## config.mk

```make
export PLATFORM = sky130hd
export DESIGN_NAME = imu_quat_integrator
export DESIGN_NICKNAME = d
export VERILOG_FILES = /design/src/rtl/imu_quat_integrator.sv
export SDC_FILE = /design/constraint.sdc
export NUM_CORES = 2
export LEC_CHECK = 0
export CAP_MARGIN = 20
export CORE_UTILIZATION = 50
export DETAILED_ROUTE_END_ITERATION = 10
export PLACE_DENSITY = 0.72
export SLEW_MARGIN = 20
export SYNTH_ARGS = -nofsm -noshare
export SYNTH_HDL_FRONTEND = slang
export SYNTH_SLANG_ARGS = --single-unit
```

## constraint.sdc

```tcl
create_clock -name clk -period 22.9 [get_ports clk]
set_input_delay 5.725 -clock clk [delete_from_list [all_inputs] [get_ports clk]]
set_output_delay 5.725 -clock clk [all_outputs]
set_load 0.02 [all_outputs]
```

## src/rtl/imu_quat_integrator.sv

```systemverilog
// imu_quat_integrator
// Integrates body angular rates into an attitude quaternion, one sample at a
// time: q <- q + 0.5 * Omega(w*dt) * q, with saturation to Q1.(DW-1).
// A single shared DW x DW multiplier is time-multiplexed over 12 cycles.
module imu_quat_integrator #(
   parameter int DW    = 16,
   parameter int DTW   = 32,
   parameter int SHIFT = 16
) (
   input  logic                 clk,
   input  logic                 rst_n,
   input  logic                 in_valid,
   output logic                 in_ready,
   input  logic signed [DW-1:0] wx,
   input  logic signed [DW-1:0] wy,
   input  logic signed [DW-1:0] wz,
   input  logic [DTW-1:0]       dt,
   input  logic                 q_load,
   input  logic signed [DW-1:0] q_init0,
   input  logic signed [DW-1:0] q_init1,
   input  logic signed [DW-1:0] q_init2,
   input  logic signed [DW-1:0] q_init3,
   output logic                 out_valid,
   input  logic                 out_ready,
   output logic signed [DW-1:0] q0,
   output logic signed [DW-1:0] q1,
   output logic signed [DW-1:0] q2,
   output logic signed [DW-1:0] q3,
   output logic                 sat_flag
);

   // Width of the rate*dt product, of the quaternion accumulators and of
   // the update sum (one extra bit so q + delta never wraps before clipping).
   localparam int PW = DW + DTW + 1;
   localparam int AW = 2 * DW + 2;
   localparam int UW = AW + 1;

   localparam logic signed [DW-1:0] MAXV = {1'b0, {(DW-1){1'b1}}};
   localparam logic signed [DW-1:0] MINV = {1'b1, {(DW-1){1'b0}}};

   typedef enum logic [2:0] {
      S_IDLE  = 3'd0,
      S_SCALE = 3'd1,
      S_MUL   = 3'd2,
      S_UPD   = 3'd3,
      S_OUT   = 3'd4
   } state_t;

   state_t               state_q, state_d;
   logic [3:0]           cnt_q, cnt_d;
   logic signed [DW-1:0] w_q   [3];
   logic signed [DW-1:0] w_d   [3];
   logic [DTW-1:0]       dt_q, dt_d;
   logic signed [DW-1:0] d_q   [3];
   logic signed [DW-1:0] d_d   [3];
   logic signed [AW-1:0] acc_q [4];
   logic signed [AW-1:0] acc_d [4];
   logic signed [DW-1:0] q_q   [4];
   logic signed [DW-1:0] q_d   [4];
   logic                 out_valid_q, out_valid_d;
   logic                 sat_q, sat_d;

   // ------------------------------------------------------------------
   // SCALE datapath: d_i = sat((w_i * dt) >>> (SHIFT+1)), dt treated unsigned
   // ------------------------------------------------------------------
   logic signed [DW-1:0] w_sel;
   logic signed [PW-1:0] sc_w_ext, sc_dt_ext, sc_prod, sc_shift;
   logic [PW-DW:0]       sc_hi;
   logic                 sc_clip;
   logic signed [DW-1:0] sc_val;

   // Pick the rate component addressed by the SCALE step counter.
   always_comb begin
      w_sel = w_q[0];
      case (cnt_q)
         4'd1:    w_sel = w_q[1];
         4'd2:    w_sel = w_q[2];
         default: w_sel = w_q[0];
      endcase
   end

   assign sc_w_ext  = {{(DTW+1){w_sel[DW-1]}}, w_sel};
   assign sc_dt_ext = {{DW{1'b0}}, dt_q};
   assign sc_prod   = sc_w_ext * sc_dt_ext;
   assign sc_shift  = sc_prod >>> (SHIFT + 1);
   // The value fits in DW bits only if every bit from DW-1 upward matches.
   assign sc_hi     = sc_shift[PW-1:DW-1];
   assign sc_clip   = !((&sc_hi) || (~|sc_hi));
   assign sc_val    = sc_clip ? (sc_shift[PW-1] ? MINV : MAXV) : sc_shift[DW-1:0];

   // ------------------------------------------------------------------
   // MUL datapath: one signed DW x DW product per cycle, routed into one of
   // the four accumulators with an add or subtract.
   // ------------------------------------------------------------------
   logic signed [DW-1:0]   mul_a, mul_b;
   logic                   mul_neg;
   logic [1:0]             mul_idx;
   logic signed [2*DW-1:0] mul_a_ext, mul_b_ext, mul_p;
   logic signed [AW-1:0]   mul_ext;

   // Product schedule: steps 0-2 feed s0, 3-5 s1, 6-8 s2, 9-11 s3.
   always_comb begin
      mul_a   = q_q[1];
      mul_b   = d_q[0];
      mul_neg = 1'b1;
      mul_idx = 2'd0;
      case (cnt_q)
         4'd0:  begin mul_a = q_q[1]; mul_b = d_q[0]; mul_neg = 1'b1; mul_idx = 2'd0; end
         4'd1:  begin mul_a = q_q[2]; mul_b = d_q[1]; mul_neg = 1'b1; mul_idx = 2'd0; end
         4'd2:  begin mul_a = q_q[3]; mul_b = d_q[2]; mul_neg = 1'b1; mul_idx = 2'd0; end
         4'd3:  begin mul_a = q_q[0]; mul_b = d_q[0]; mul_neg = 1'b0; mul_idx = 2'd1; end
         4'd4:  begin mul_a = q_q[2]; mul_b = d_q[2]; mul_neg = 1'b0; mul_idx = 2'd1; end
         4'd5:  begin mul_a = q_q[3]; mul_b = d_q[1]; mul_neg = 1'b1; mul_idx = 2'd1; end
         4'd6:  begin mul_a = q_q[0]; mul_b = d_q[1]; mul_neg = 1'b0; mul_idx = 2'd2; end
         4'd7:  begin mul_a = q_q[1]; mul_b = d_q[2]; mul_neg = 1'b1; mul_idx = 2'd2; end
         4'd8:  begin mul_a = q_q[3]; mul_b = d_q[0]; mul_neg = 1'b0; mul_idx = 2'd2; end
         4'd9:  begin mul_a = q_q[0]; mul_b = d_q[2]; mul_neg = 1'b0; mul_idx = 2'd3; end
         4'd10: begin mul_a = q_q[1]; mul_b = d_q[1]; mul_neg = 1'b0; mul_idx = 2'd3; end
         4'd11: begin mul_a = q_q[2]; mul_b = d_q[0]; mul_neg = 1'b1; mul_idx = 2'd3; end
         default: begin mul_a = q_q[1]; mul_b = d_q[0]; mul_neg = 1'b1; mul_idx = 2'd0; end
      endcase
   end

   assign mul_a_ext = {{DW{mul_a[DW-1]}}, mul_a};
   assign mul_b_ext = {{DW{mul_b[DW-1]}}, mul_b};
   assign mul_p     = mul_a_ext * mul_b_ext;
   assign mul_ext   = {{2{mul_p[2*DW-1]}}, mul_p};

   // ------------------------------------------------------------------
   // UPD datapath: q_i + floor(s_i / 2^(DW-1)), clipped to the DW range.
   // ------------------------------------------------------------------
   logic signed [DW-1:0] upd_val  [4];
   logic [3:0]           upd_clip;

   generate
      for (genvar gi = 0; gi < 4; gi++) begin : g_upd
         logic signed [AW-1:0] acc_sh;
         logic [UW-1:0]        upd_sum;
         logic [UW-DW:0]       upd_hi;

         assign acc_sh       = acc_q[gi] >>> (DW - 1);
         assign upd_sum      = {{(UW-DW){q_q[gi][DW-1]}}, q_q[gi]} + {acc_sh[AW-1], acc_sh};
         assign upd_hi       = upd_sum[UW-1:DW-1];
         assign upd_clip[gi] = !((&upd_hi) || (~|upd_hi));
         assign upd_val[gi]  = upd_clip[gi] ? (upd_sum[UW-1] ? MINV : MAXV)
                                            : upd_sum[DW-1:0];
      end
   endgenerate

   // Next-state and datapath-update logic for every register in the block.
   always_comb begin
      state_d     = state_q;
      cnt_d       = cnt_q;
      w_d         = w_q;
      dt_d        = dt_q;
      d_d         = d_q;
      acc_d       = acc_q;
      q_d         = q_q;
      out_valid_d = out_valid_q;
      sat_d       = sat_q;

      case (state_q)
         S_IDLE: begin
            if (q_load) begin
               q_d[0] = q_init0;
               q_d[1] = q_init1;
               q_d[2] = q_init2;
               q_d[3] = q_init3;
            end else if (in_valid) begin
               w_d[0] = wx;
               w_d[1] = wy;
               w_d[2] = wz;
               dt_d   = dt;
               cnt_d  = 4'd0;
               for (int i = 0; i < 4; i++) acc_d[i] = '0;
               state_d = S_SCALE;
            end
         end
         S_SCALE: begin
            for (int i = 0; i < 3; i++) begin
               if (cnt_q == 4'(i)) d_d[i] = sc_val;
            end
            if (sc_clip) sat_d = 1'b1;
            if (cnt_q == 4'd2) begin
               cnt_d   = 4'd0;
               state_d = S_MUL;
            end else begin
               cnt_d = cnt_q + 4'd1;
            end
         end
         S_MUL: begin
            acc_d[mul_idx] = mul_neg ? (acc_q[mul_idx] - mul_ext)
                                     : (acc_q[mul_idx] + mul_ext);
            if (cnt_q == 4'd11) begin
               cnt_d   = 4'd0;
               state_d = S_UPD;
            end else begin
               cnt_d = cnt_q + 4'd1;
            end
         end
         S_UPD: begin
            for (int i = 0; i < 4; i++) q_d[i] = upd_val[i];
            if (|upd_clip) sat_d = 1'b1;
            out_valid_d = 1'b1;
            state_d     = S_OUT;
         end
         S_OUT: begin
            if (out_ready) begin
               out_valid_d = 1'b0;
               state_d     = S_IDLE;
            end
         end
         default: begin
            state_d = S_IDLE;
         end
      endcase
   end

   // State and datapath registers; reset abandons any computation in flight.
   always_ff @(posedge clk or negedge rst_n) begin
      if (!rst_n) begin
         state_q     <= S_IDLE;
         cnt_q       <= '0;
         dt_q        <= '0;
         out_valid_q <= 1'b0;
         sat_q       <= 1'b0;
         for (int i = 0; i < 3; i++) begin
            w_q[i] <= '0;
            d_q[i] <= '0;
         end
         for (int i = 0; i < 4; i++) acc_q[i] <= '0;
         q_q[0] <= MAXV;
         q_q[1] <= '0;
         q_q[2] <= '0;
         q_q[3] <= '0;
      end else begin
         state_q     <= state_d;
         cnt_q       <= cnt_d;
         dt_q        <= dt_d;
         out_valid_q <= out_valid_d;
         sat_q       <= sat_d;
         w_q         <= w_d;
         d_q         <= d_d;
         acc_q       <= acc_d;
         q_q         <= q_d;
      end
   end

   assign in_ready  = (state_q == S_IDLE);
   assign out_valid = out_valid_q;
   assign sat_flag  = sat_q;
   assign q0        = q_q[0];
   assign q1        = q_q[1];
   assign q2        = q_q[2];
   assign q3        = q_q[3];

endmodule

```

# Yosys cells after proc, flatten, opt, wreduce, memory -nomap -nowiden
# Index checks and enable logic that the tools add are counted.
totals:
  ff_bits: 337
  in_bits: 149
  output_inout_bits: 67
  word_cells: 149
classes:
  add_sub_neg: 7
  multipliers: 2
  magnitude_cmp: 2
  eq_ne: 23
  mux: 42
  n_bitwise: 2
  reduce_logical: 52
op_table:
  columns: ["op", "count"]
  rows:
  - ["$mux W136", 2]
  - ["$pmux W136 S2", 1]
  - ["$mux W16", 10]
  - ["$bwmux W136", 1]
  - ["$mux W34", 4]
  - ["$pmux W64 S2", 1]
  - ["$add A16 B19 Y20", 4]
  - ["$reduce_and A20 Y1", 4]
  - ["$reduce_or A20 Y1", 4]
  - ["$bmux W34 S2", 1]
  - ["$demux W34 S2", 1]
  - ["$mux W64", 1]
  - ["$pmux W16 S2", 2]
  - ["$mul A16 B33 Y49", 1]
  - ["$pmux W16 S3", 1]
  - ["$add A34 B32 Y34", 1]
  - ["$sub A34 B32 Y34", 1]
  - ["$mul A16 B16 Y32", 1]
  - ["$reduce_or A3 Y1", 6]
  - ["$reduce_and A17 Y1", 1]
  - ["$reduce_or A17 Y1", 1]
  - ["$eq A4 B3 Y1 const B", 4]
  - ["$eq A4 B4 Y1 const B", 4]
  - ["$mux W4", 4]
  - ["30 further kinds", 69]

# Longest topological paths before layout
logic_depth:
  ltp_word: 11
  ltp_mapped: 48
  depth_no_buf: 44

# Worst setup path before layout
# Ideal clock, no wire load.
synth_path:
  kind: "flip-flop to flip-flop"
  from: "register cnt_q[0]"
  to: "register acc_q[67] (netlist name)"
  setup_ps: 77
  t_arrival_ps: 10243
  required_ps: 22823
  path_slack_ps: 12580
  stages_incl_launch_ff: 41
  path_buffers: 3
  period_less_slack_ps: 10320
  cell_sequence: "dfrtp_1 > inv_1 > ha_1 > clkbuf_1 > nor3b_1 > o31ai_4 > nor2_1 > clkbuf_1 > a221o_1 > clkbuf_1 > nand2_1 > fa_1 > inv_1 > fa_1 > inv_1 > fa_1 > inv_1 > fa_1 > [... 5 more ...] > and2_1 > a221oi_1 > o21ai_0 > xor2_1 > nor3_1 > nand4_1 > or4_4 > nor3b_2 > nor2_1 > xnor2_1 > ha_1 > a21o_1 > a21o_1 > or4_1 > a31o_2 > a21oi_1 > xnor3_1 > o21ai_1"
synth_between:
  elab_chain_len: 11
  word_cells_on_any_way: 38
  cone_classes: "2 x add/sub; 1 x mul; 2 x order compare; 11 x eq/ne; 11 x mux; 1 x bitwise; 10 x reduce/logical"
synth_rtl:
  columns: ["item", "line_no", "source"]
  rows:
  - ["start: declaration", "50", "logic [3:0] cnt_q, cnt_d;"]
  - ["start signal: assignment", "238", "cnt_q <= cnt_d;"]
  - ["branches (longest 9 deep; another with $sub A34 B32 Y34)", null, null]
  - ["$bwmux W136 *", "192", "acc_d[mul_idx] = mul_neg ? (acc_q[mul_idx] - mul_ext)"]
  - ["$pmux W136 S2 *", "162", "case (state_q)"]
  - ["end signal: assignment", "244", "acc_q <= acc_d;"]
  - ["end: declaration", "56", "logic signed [AW-1:0] acc_q [4];"]
# Mark *: on every way between the ends. The select of a mux whose other input is x is not followed.
# A chain may end at the register's enable or synchronous reset.

# Final worst setup path
layout_path:
  from: "register cnt_q[1]"
  to: "register acc_q[33] (netlist name)"
# The elaborated chain is that of the path after synthesis.

==> reports/results.txt <==
routed len/inst = 21.4 um
largest net degree at the start of global routing = 82
CTS Root Cell = clkbuf_16
syn_nets = 6798
Async SR Flop Fraction = 100%
initial antenna violation count = 0
core area = 95600 sq um
top cells by area, synth = fa_1, dfrtp_1, ha_1
WL final = 149000 um
Worst-Margin Slew = 1150 ps
Die Y = 313 um
Vias = 40818
Crit Path Category = flop to flop
flops & latches, synth = 337
class of the worst hold path = flop to flop
Placer Congestion = 0.976
io pins = 216
# DRC = 0
initial drt markers = 3423
GR Util met3 = 5.21%
IO Port Bufs = 215
Final TNS setup = 0 ps
Finished Core Util = 55.6%
# diodes = 0
maximum fanout along the worst path = 27
CP endpoint kind = flop
GRT Max-Usage Layer = met2
die footprint = 98200 sq um
Num Clock Sinks = 337
RSZ-0062 raised after global routing = false
clk_skew = 34.7 ps
CTS H-tree lvls = 2
Synth Instances = 5618
Detailed Place HPWL = 114000 um
fin crit share = 53.8%
status = finished, final reports clean
DP Area = 51700 sq um
setup bufs post-CTS = 0
Max Clk Rate = 81.2 MHz
register-to-register setup slack = 10580 ps
crit-path max cell delay = 700 ps
met2 GRT Util = 50.6%
vias in the first global route = 41592
syn_area_per_cell = 8.63 sq um
design area = 53200 sq um
Inserted Clock Buffers = 43
number of setup violations in the final report = 0
Worst Setup Start Kind = flop
Reg clk slew, reported paths = 60 ps
CTS Hold Bufs = 0
CTS Buffer Depth = 3
area occupied by multi-input gates = 36000 sq um
antenna viol nets, final = 0
number of flops mapped to enable cells by yosys = 0
GR met1 Demand/Resource = 39.4%
Fillers = 8681
Syn. warnings = 0
FF+latch area = 8450 sq um
Distinct cells, synth = 105
layout cells sized above 1 = 5.92%
pre-CTS setup slack = 10710 ps
most common cell in the netlist = inv_1
Die W = 313 um
Synth top area share = 28.2%
Clock Latency Late Sink = 650 ps
initial core utilization = 50.7%
row count = 113
Rel. slew slack = 23.1%
leading area contributor after synthesis = fa_1
Worst EP required = 23460 ps
vias per cell = 5.88
Total GRT Usage = 30.5%
WP data arrival = 12890 ps
grt total ovfl = 0
Layout area overhead = 9.67%
fin nets = 6823
CTS tree = built
Syn Std Cell Area = 48500 sq um
# Max-Cap Violations = 0
post_cts resized = 0
Top cell by count, worst path = fa_1
drt first pass iters = 6
endpoints failing hold = 0
post-synthesis sequential area ratio = 17.4%
fin worst setup slack = 10580 ps
Critical-path top delay cell = nor4_1
first-pass GRT wire length = 233000 um
most frequent cells after synthesis = inv_1, nand2_1, fa_1
Synth Flop Type = dfrtp_1
Max Slew Vio Count = 0
min Tclk post-route = 12320 ps
==> layout make-up <==
type / count / share of cell area [%]
clock buffers: 56 / 2.17
clock inverters: 22 / 0.612
inverters: 809 / 5.71
multi-input cells: 4176 / 67.7
flip-flops and latches: 337 / 15.9
well taps: 1265 / 2.98
repair buffers: 276 / 4.96
==> through the flow <==
| step | hold slack (ps) | instances |
|---|---|---|
| floorplan | 441 | 5618 |
| global placement | 466 | 6862 |
| detailed placement | 479 | 6862 |
| CTS | 492 | 6940 |
| global route | 511 | 6941 |
| finish | 488 | 6941 |
==> critical path: cells and delay by family, from the launching register on <==
family	cells	cell delay (ps)
buf+inv	6	790
compound gates	12	2500
fa+ha+maj	9	4340
simple gates	10	3680
xor+xnor	2	470
flops	1	440
==> registers in the layout (all words and copies together), names as in the netlist <==
register,flops
dt_q,32
q2,16
sat_flag,1
state_q,3
cnt_q,4
q0,16
d_q,48
out_valid,1
q1,16
acc_q,136
w_q,48
q3,16
==> cells by family (layout without fill, tap and decap cells) <==
logic type / after synthesis / in the layout / share of synthesized area [%]
AO/OA/AOI/OAI: 1026 / 1026 / 13.3
XOR/XNOR: 182 / 182 / 3.33
adder cells (fa/ha/maj): 1031 / 1031 / 37.2
buffers and inverters: 1105 / 1163 / 8.66
flip-flops: 337 / 337 / 17.4
multiplexers: 95 / 95 / 2.17
AND/OR/NAND/NOR: 1842 / 1842 / 17.9
==> layer usage <==
| layer | wire length (um) | vias up | part of all wire (%) |
|---|---|---|---|
| met5 | 0 | - | 0 |
| met4 | 7050 | 0 | 4.7 |
| met3 | 11600 | 364 | 7.8 |
| met2 | 70300 | 1712 | 47 |
| met1 | 59900 | 20322 | 40 |
| li1 | - | 18420 | - |
==> final timing paths <==
| path | start | endpoint | cells past startpoint |
|---|---|---|---|
| max | cnt_q[1]$_DFFE_PN0P_ | acc_q[33]$_DFFE_PN0P_ | 39 |
| max reg2reg | cnt_q[1]$_DFFE_PN0P_ | acc_q[33]$_DFFE_PN0P_ | 39 |
| min reg2reg | d_q[47]$_DFFE_PN0P_ | d_q[47]$_DFFE_PN0P_ | 2 |
| min in group asynchronous | rst_n | dt_q[4]$_DFFE_PN0P_ | 1 |
| max in group asynchronous | rst_n | q2[6]$_DFFE_PN0P_ | 3 |
| min | d_q[47]$_DFFE_PN0P_ | d_q[47]$_DFFE_PN0P_ | 2 |
==> layout by cell type (no fill, tap or decap), types with 62 or more instances in the layout <==
cell	n
o21ai_0	347
xnor2_1	125
fa_1	684
and2_1	129
clkdlybuf4s50_1	214
nor2b_1	107
nor2_1	342
inv_1	809
nand3_1	169
mux2_2	81
a21oi_1	211
nand2_1	756
a31oi_1	62
dfrtp_1	322
ha_1	346
Power is not shown: default switching activity piles up to over one toggle a cycle in this logic, so the estimate is an artifact.
